$ cat src/rtl/adc_capture_wr_ctrl.sv
// Capture write controller: fills one buffer of ADC samples (or a self-test
// ramp) into capture memory, holds it until the read side is done, and counts
// samples dropped while the buffer is held.
module adc_capture_wr_ctrl #(
  parameter int DATA_W = 18,
  parameter int ADDR_W = 12,
  parameter int DEPTH  = 4096,
  parameter int DROP_W = 16
) (
  input  logic              clk,
  input  logic              rst,
  input  logic              capture_start,
  input  logic              capture_again,
  input  logic              self_test_mode,
  input  logic [DATA_W-1:0] adc_data,
  input  logic              adc_valid,
  input  logic              rd_done,
  output logic              mem_wen,
  output logic [ADDR_W-1:0] mem_waddr,
  output logic [DATA_W-1:0] mem_wdata,
  output logic              buf_ready,
  output logic              capture_busy,
  output logic              capture_done,
  output logic [DROP_W-1:0] drop_cnt
);

  typedef enum logic [1:0] {IDLE, FILL, HOLD} state_e;

  localparam logic [ADDR_W-1:0] LAST = ADDR_W'(DEPTH - 1);

  state_e              state_q, state_d;
  logic [ADDR_W-1:0]   ptr_q, ptr_d;
  logic [DATA_W-1:0]   ramp_q, ramp_d;
  logic                st_q, st_d;
  logic [DROP_W-1:0]   drop_q, drop_d;
  logic                wen_q, wen_d;
  logic [ADDR_W-1:0]   waddr_q, waddr_d;
  logic [DATA_W-1:0]   wdata_q, wdata_d;
  logic                done_q, done_d;
  logic                restart;

  assign restart = capture_start | capture_again;

  // Next-state and registered-output computation; every write and status
  // output is produced one cycle after the sample that causes it.
  always_comb begin
    state_d = state_q;
    ptr_d   = ptr_q;
    ramp_d  = ramp_q;
    st_d    = st_q;
    drop_d  = drop_q;
    wen_d   = 1'b0;
    waddr_d = waddr_q;
    wdata_d = wdata_q;
    done_d  = 1'b0;
    case (state_q)
      IDLE: begin
        ptr_d  = '0;
        ramp_d = '0;
        if (restart) begin
          state_d = FILL;
          st_d    = self_test_mode;
        end
        if (capture_start) drop_d = '0;
      end
      FILL: begin
        if (restart) begin
          // Abort the partial capture and start over; no write this cycle.
          ptr_d  = '0;
          ramp_d = '0;
          st_d   = self_test_mode;
          if (capture_start) drop_d = '0;
        end else if (st_q || adc_valid) begin
          wen_d   = 1'b1;
          waddr_d = ptr_q;
          wdata_d = st_q ? ramp_q : adc_data;
          if (st_q) ramp_d = ramp_q + 1'b1;
          ptr_d = ptr_q + 1'b1;
          if (ptr_q == LAST) begin
            done_d  = 1'b1;
            ptr_d   = '0;
            state_d = HOLD;
          end
        end
      end
      HOLD: begin
        if (adc_valid && !st_q && (drop_q != '1)) drop_d = drop_q + 1'b1;
        if (restart) begin
          state_d = FILL;
          ptr_d   = '0;
          ramp_d  = '0;
          st_d    = self_test_mode;
          if (capture_start) drop_d = '0;
        end else if (rd_done) begin
          state_d = IDLE;
        end
      end
      default: state_d = IDLE;
    endcase
  end

  // State and datapath registers; reset clears the write strobe immediately.
  always_ff @(posedge clk or posedge rst) begin
    if (rst) begin
      state_q <= IDLE;
      ptr_q   <= '0;
      ramp_q  <= '0;
      st_q    <= 1'b0;
      drop_q  <= '0;
      wen_q   <= 1'b0;
      waddr_q <= '0;
      wdata_q <= '0;
      done_q  <= 1'b0;
    end else begin
      state_q <= state_d;
      ptr_q   <= ptr_d;
      ramp_q  <= ramp_d;
      st_q    <= st_d;
      drop_q  <= drop_d;
      wen_q   <= wen_d;
      waddr_q <= waddr_d;
      wdata_q <= wdata_d;
      done_q  <= done_d;
    end
  end

  assign mem_wen      = wen_q;
  assign mem_waddr    = waddr_q;
  assign mem_wdata    = wdata_q;
  assign capture_done = done_q;
  assign buf_ready    = (state_q == HOLD);
  assign capture_busy = (state_q == FILL);
  assign drop_cnt     = drop_q;

endmodule

$ cat config.mk
export PLATFORM = sky130hd
export DESIGN_NAME = adc_capture_wr_ctrl
export DESIGN_NICKNAME = d
export VERILOG_FILES = /design/src/rtl/adc_capture_wr_ctrl.sv
export SDC_FILE = /design/constraint.sdc
export NUM_CORES = 1
export LEC_CHECK = 0
export CAP_MARGIN = 20
export CORE_ASPECT_RATIO = 1.1
export CORE_MARGIN = 5
export CORE_UTILIZATION = 57
export DETAILED_ROUTE_END_ITERATION = 8
export PLACE_DENSITY = 0.95
export SYNTH_ARGS = -nofsm -noshare
export SYNTH_HDL_FRONTEND = slang
export SYNTH_SLANG_ARGS = --single-unit
$ cat constraint.sdc
create_clock -name clk -period 8.3 [get_ports clk]
set_clock_uncertainty 0.2 [all_clocks]
set_input_delay 1.66 -clock clk [delete_from_list [all_inputs] [get_ports clk]]
set_output_delay 1.66 -clock clk [all_outputs]
set_load 0.01 [all_outputs]
==> key figures, run 1 <==
Routing
  • DRC: 0
  • Pre-Repair DR Iteration Count: 5
  • Met2 WL post-DR: approximately 5300 µm
  • DR top layer: met4
  • Vias/cell: 6.44
  • Vias: about 3900
  • DR iter-0 viols: between 300 and 400
  • WL met1: ~4500 µm
  • Final ANT Viol Nets: 0
  • DR WL met3: a little under 800 µm
  • WL final: between 10000 and 15000 µm
  • Detailed-route wire length per cell: ~18 µm

Critical path
  • CP Max Fanout: 25
  • Max stage delay on crit path: 0.75 ns
  • Critical path class: input pin to flop
  • Worst setup startpoint: capture_start
  • Setup crit end kind: flop
  • Startpoint types: input pin
  • Crit-path slowest cell: clkdlybuf4s50_1
  • Arrival @ worst endpoint: 4.03 ns
  • Worst-path cell chain: clkdlybuf4s50_1, nor4b_1, or3_1, or4_1, a21oi_1
  • Worst r2r src: st_q
  • Crit path required time: about 8.4 ns

Layout
  • Most common cell after layout, fill and taps aside: nand2_1
  • Area grow syn2layout: 24.1%
  • Diodes inserted: 0
  • Final Cell Area: 5200 µm²
  • Finished Core Util: 0.734
  • Fraction of layout cells with a size suffix above 1: 0.0611
  • Fillcell total: between 500 and 600
  • Final net count: 547
  • Commonest cells after routing, fill and taps aside: nand2_1, dfrtp_1, clkdlybuf4s50_1

STA
  • RSZ-0062 raised after global routing: no
  • Post-layout min period: between 3 and 4 ns
  • Fin. Hold Viols: 0
  • Fin Hold WS: approximately 0.29 ns
  • Worst-margin pin slew: between 1 and 1.5 ns
  • Max transition margin: 0.245
  • Final slew viol count: 0
  • Final Setup Violations: 0
  • Top achievable clock speed: between 200 and 300 MHz
  • Final period utilization: 0.476
  • Setup TNS: 0 ns

Clock network
  • H-tree levels: 3
  • Post_cts resized: 0
  • CTS max path bufs: 2
  • Root buf cell: clkbuf_8
  • Clk sinks: 81
  • CTS buffer count: 9
  • Clock Pin Slew Worst Setup and Hold Paths: approximately 0.08 ns
  • Clock Latency Late Sink: around 0.36 ns
  • Post-CTS Setup Bufs: 0
  • Post-CTS Hold Buffers: 0
  • CTS tree: yes

Global route
  • Initial antenna violation count: 0
  • Vias in the first global route: around 3800
  • GRT overflow: 0
  • Largest net degree at the start of global routing: 82
  • Tot GR Track Use: 0.246
  • First-pass GRT wire length: 18400 µm

Synthesis
  • Synth Flop Type: dfrtp_1
  • Yosys Warn Count: 0
  • Post-synth design cell area: ~4200 µm²
  • Synth Instances: 456
  • Mapped Avg Cell Area: ~9 µm²
  • Yosys cell types: about 60
  • Seq/Total Area, Yosys: 0.484
  • Async S/R FF share, synth: 1.00
  • EDFF count, synth: 0
  • Post-synthesis net count: just under 500
  • Synthesis-stage register bit count: approximately 80

Outcome
  • Status: completed

Floorplanning
  • Initial core utilization: 0.591
  • Die width: just over 90 µm
  • IO Pins: 75
  • Die span in y: approximately 100 µm
  • Row count: 32
  • Die area: 9170 µm²
  • Core area: ~7000 µm²

Power and ir drop
  • Tot Pwr: about 850 µW
  • Switch share: 0.238
  • Pint: about 640 µW
  • Leak: between 0.002 and 0.0025 µW
  • Worst VDD drop: ~0.12 mV
  • Pwr/cell area: between 150 and 200 nW/µm²
  • Comb pwr share: 0.118
  • Clock share of power: 0.387
  • Switching power: approximately 200 µW
  • Sequential Power Share: 0.495

Placement
  • Dpl hpwl: about 7300 µm
  • RePlAce Congestion: a little over 0.9
  • Placed Area: 4960 µm²
  • Port bufs: 74

Flow run
  • Max Cap Viol: 0

Min path
  • Worst min-delay path category: flop to flop
  • Hold Crit Start: mem_waddr[9]
worst paths after layout:
path                                      to  slack (ns)  depth (start not counted)
worst max-delay path               ramp_q[9]        4.35                          5
worst min-delay path            mem_waddr[9]        0.29                          2
worst max register to register     ramp_q[9]        5.70                          5
worst min register to register  mem_waddr[9]        0.29                          2
max in group asynchronous          ptr_q[10]        5.76                          4
min in group asynchronous        drop_cnt[7]        1.54                          3
critical path, delay by kind of cell:
family	cells	cell delay, ns
and+or+nand+nor	3	1.45
AOI/OAI and AO/OA	1	0.16
buffers and inverters	1	0.75
final cells by class:
type | instances | area (µm²) | area share
Multi-Input combinational cell | 343 | 2040 | 0.392
Sequential cell | 81 | 2030 | 0.390
Timing Repair Buffer | 78 | 783 | 0.151
Clock buffer | 14 | 163 | 0.0313
Tap cell | 85 | 106 | 0.0204
Clock inverter | 2 | 60.1 | 0.0115
Inverter | 6 | 23.8 | 0.00457
per-stage QoR:
stage | cells | setup WS (ns)
floorplan | 456 | 4.36
CTS | 608 | 4.39
finish | 609 | 4.35
detailed placement | 592 | 4.02
global route | 609 | 4.17
global placement | 592 | 4.14
synthesized netlist by cell type (all sizes together), types with 2 or more instances:
master	instances	area, µm²
nand2	88	330
dfrtp	81	2030
o21ai	46	230
a21oi	23	115
nand3	21	105
clkbuf	19	73.8
mux2i	18	180
nor2	13	48.8
nor3	13	65.1
or4	12	90.1
nand4	10	62.6
or3	10	62.6
a31oi	9	56.3
o31ai	9	67.6
buf	7	38.8
and3	6	37.5
inv	6	22.5
nor4	6	50.0
and2	4	25.0
a41oi	3	26.3
and4	3	26.3
ha	3	37.5
nand3b	3	22.5
o211ai	3	22.5
o21a	3	22.5
a211o	2	18.8
a32oi	2	17.5
a41o	2	20.0
and2b	2	17.5
nand4b	2	17.5
nor2b	2	12.5
nor3b	2	25.0
nor4b	2	32.5
o41ai	2	17.5
or4b	2	20.0
power groups by stage:
stage / logic, µW / clock network, µW / registers (µW)
after CTS: 99.9 / 329 / 418
after global routing: 109 / 351 / 420
after floorplan: 41.3 / 0 / 432
final: 100 / 327 / 418
after detailed placement: 99.2 / 0 / 426
after global placement: 96.0 / 0 / 425
per-layer routing:
layer | global-route usage | up-vias
li1 | - | 1809
met1 | 0.326 | 1892
met2 | 0.396 | 190
met3 | 0.0480 | 29
met4 | 0.110 | 0
met5 | 0 | -
sequential cells by signal, indices dropped and copies added (netlist names):
register	count
mem_wen	1
state_q	2
drop_cnt	16
mem_wdata	18
st_q	1
ptr_q	12
capture_done	1
ramp_q	18
mem_waddr	12
logic make-up after synthesis:
logic type / synth area share
compound gates: 0.170
xor+xnor: 0.00418
fa+ha+maj: 0.00896
buf+inv: 0.0322
flops: 0.484
mux: 0.0457
simple gates: 0.256
Note: power is estimated with default switching activity, not from simulation.
==> run 2, diff against run 1 <==
CORE_UTILIZATION = 53   (was 57)
PLACE_DENSITY = 0.89   (was 0.95)
clock period = 3.7 ns   (was 8.3 ns; I/O delays follow)
==> run 2 against run 1 <==
Worst setup slack lost 3.5 ns; sequential cell count is the same; count of clock-buffer cells in the layout shrank 4; design area grew 0.72%; via count shrank 1.1%; register-to-register slack lost 4.5 ns; global-route usage shrank 1.9 points; critical path depth grew 1; hold slack lost 0.0074 ns; critical path type unchanged; critical endpoint is now ramp_q[11]; largest power group unchanged; highest routed layer unchanged.
==> key figures, run 2 (synthesis gave the netlist of run 1 again) <==
Clock network
  • Clock Latency Late Sink: 0.36 ns (about the same)
  • Post-CTS Hold Buffers: 0 (unchanged)
  • Root buf cell: clkbuf_8
  • Post-CTS Setup Bufs: 0 (unchanged)
  • Clk sinks: 81 (unchanged)
  • CTS max path bufs: 2 (unchanged)
  • CTS buffer count: 9 (unchanged)
  • CTS tree: yes
  • H-tree levels: 3 (unchanged)
  • Post_cts resized: 0 (unchanged)
  • Clock Pin Slew Worst Setup and Hold Paths: 0.08 ns (about the same)

Floorplanning
  • Die span in y: 103 µm (+3.3%)
  • Die area: 9790 µm² (+6.7%)
  • Core area: 7830 µm² (+10%)
  • Die width: 94.8 µm (+3.3%)
  • IO Pins: 75 (unchanged)
  • Row count: 34 (+6.3%)
  • Initial core utilization: 0.535 (-0.0560)

Routing
  • DRC: 0 (unchanged)
  • Vias: 3877 (-1.1%)
  • Pre-Repair DR Iteration Count: 6 (+1)
  • DR iter-0 viols: 320 (+3.6%)
  • DR top layer: met4
  • Met2 WL post-DR: 5380 µm (+1.2%)
  • Vias/cell: 6.12 (-5.0%)
  • DR WL met3: 748 µm (-4.0%)
  • WL final: 10800 µm (-0.35%)
  • WL met1: 4470 µm (-0.42%)
  • Detailed-route wire length per cell: 17.0 µm (-4.3%)
  • Final ANT Viol Nets: 0 (unchanged)

Power and ir drop
  • Pint: 1410 µW (+120%)
  • Tot Pwr: 1870 µW (+120%)
  • Switching power: 461 µW (+130%)
  • Worst VDD drop: 0.186 mV (+60%)
  • Sequential Power Share: 0.502 (+0.007)
  • Switch share: 0.247 (+0.00940)
  • Clock share of power: 0.377 (-0.010)
  • Pwr/cell area: 356 nW/µm² (+120%)
  • Leak: 0.00216 µW (+0.33%)
  • Comb pwr share: 0.121 (+0.003)

Layout
  • Diodes inserted: 0 (unchanged)
  • Fillcell total: 628 (+22%)
  • Area grow syn2layout: 25.0%
  • Register area: 2030 µm² (unchanged)
  • Fraction of layout cells with a size suffix above 1: 0.0684 (+0.00737)
  • Final net count: 550 (+0.55%)
  • Most common cell after layout, fill and taps aside: nand2_1
  • Final Cell Area: 5240 µm² (+0.72%)
  • Area occupied by multi-input gates: 2040 µm² (unchanged)
  • Commonest cells after routing, fill and taps aside: nand2_1, dfrtp_1, clkdlybuf4s50_1

Critical path
  • Crit-path most repeated cell: or3_1
  • CP Max Fanout: 20 (-20%)
  • Critical path class: input pin to flop
  • Max stage delay on crit path: 0.67 ns (-0.08 ns)
  • R2R cell count: 5 (unchanged)
  • Crit path required time: 3.78 ns (-4.60 ns)
  • Setup crit end kind: flop
  • Arrival @ worst endpoint: 2.94 ns (-1.09 ns)
  • Startpoint types: input pin
  • Worst-path cell chain: clkdlybuf4s50_1, nor4b_1, or3_1, buf_4, or3_1, a21oi_1
  • Worst reg2reg setup slack: 1.18 ns (-4.52 ns)
  • Crit-path slowest cell: clkdlybuf4s50_1

Global route
  • Tot GR Track Use: 0.228 (-0.0186)
  • GRT overflow: 0 (unchanged)
  • First-pass GRT wire length: 17800 µm (-3.0%)
  • Initial antenna violation count: 0 (unchanged)
  • Largest net degree at the start of global routing: 47 (-43%)
  • Vias in the first global route: 3677 (-3.3%)

STA
  • Final Setup Violations: 0 (unchanged)
  • RSZ-0062 raised after global routing: no
  • Setup TNS: 0 ns (unchanged)
  • Worst-margin pin slew: 0.799 ns (-0.329 ns)
  • Final period utilization: 0.774
  • Final slew viol count: 0 (unchanged)
  • Max transition margin: 0.468 (+0.223)
  • Post-layout min period: roughly 2.9 ns
  • Fin. Hold Viols: 0 (unchanged)
  • Top achievable clock speed: between 300 and 400 MHz

Min path
  • Worst hold stages: 2 (unchanged)
  • Worst min-delay path category: flop to flop

Placement
  • Placed Area: 5030 µm² (+1.4%)
  • Dpl hpwl: 7410 µm (+1.8%)
  • RePlAce Congestion: 0.884 (-2.6%)
  • Port bufs: 74 (unchanged)

Flow run
  • Max Cap Viol: 0 (unchanged)

Outcome
  • Status: completed
run 2: changes by cell type in the layout (fill, tap and decap cells not counted):
cell | previous run | this run
clkinv_2 | 1 | 2
clkbuf_8 | 11 | 9
clkinvlp_4 | 0 | 1
clkbuf_1 | 3 | 1
buf_4 | 3 | 6
clkinv_4 | 0 | 1
run 2: worst max-delay path, delay by kind of cell:
| kind | cells | cell delay, ns |
|---|---|---|
| and+or+nand+nor | 3 | 1.12 |
| AOI/OAI and AO/OA | 1 | 0.14 |
| buffers and inverters | 2 | 0.93 |
run 2: layer usage:
layer / global-route usage / up-vias
met4: 0.0888 / 0
met3: 0.0311 / 20
met2: 0.379 / 190
li1: - / 1819
met5: 0 / -
met1: 0.305 / 1848
run 2: path summary, 6_finish.rpt:
path / start / to
min in group asynchronous: rst / mem_wdata[8]
max in group asynchronous: rst / drop_cnt[6]
min: mem_waddr[8] / mem_waddr[8]
max: capture_again / ramp_q[11]
max reg2reg: drop_cnt[1] / drop_cnt[1]
min reg2reg: mem_waddr[8] / mem_waddr[8]
run 2: power groups by stage:
stage / clock (µW) / combinational (µW) / sequential (µW)
floorplan: 0 / 92.6 / 968
global placement: 0 / 221 / 953
detailed placement: 0 / 227 / 955
CTS: 709 / 228 / 938
global route: 748 / 248 / 943
finish: 704 / 226 / 937
run 2: per-stage QoR:
stage	setup WS, ns	hold slack [ns]	util	std cells
finish	0.836	0.278	0.670	634
global route	0.701	0.302	0.670	634
CTS	0.865	0.283	0.670	634
detailed placement	0.506	0.262	0.643	619
global placement	0.599	0.261	0.643	619
floorplan	0.680	0.274	-	456
run 2: final cells by class:
class | instances | area share
Tap cell | 108 | 0.0258
Clock buffer | 10 | 0.0243
Inverter | 6 | 0.00454
Clock inverter | 5 | 0.0155
Sequential cell | 81 | 0.387
Timing Repair Buffer | 81 | 0.154
Multi-Input combinational cell | 343 | 0.389
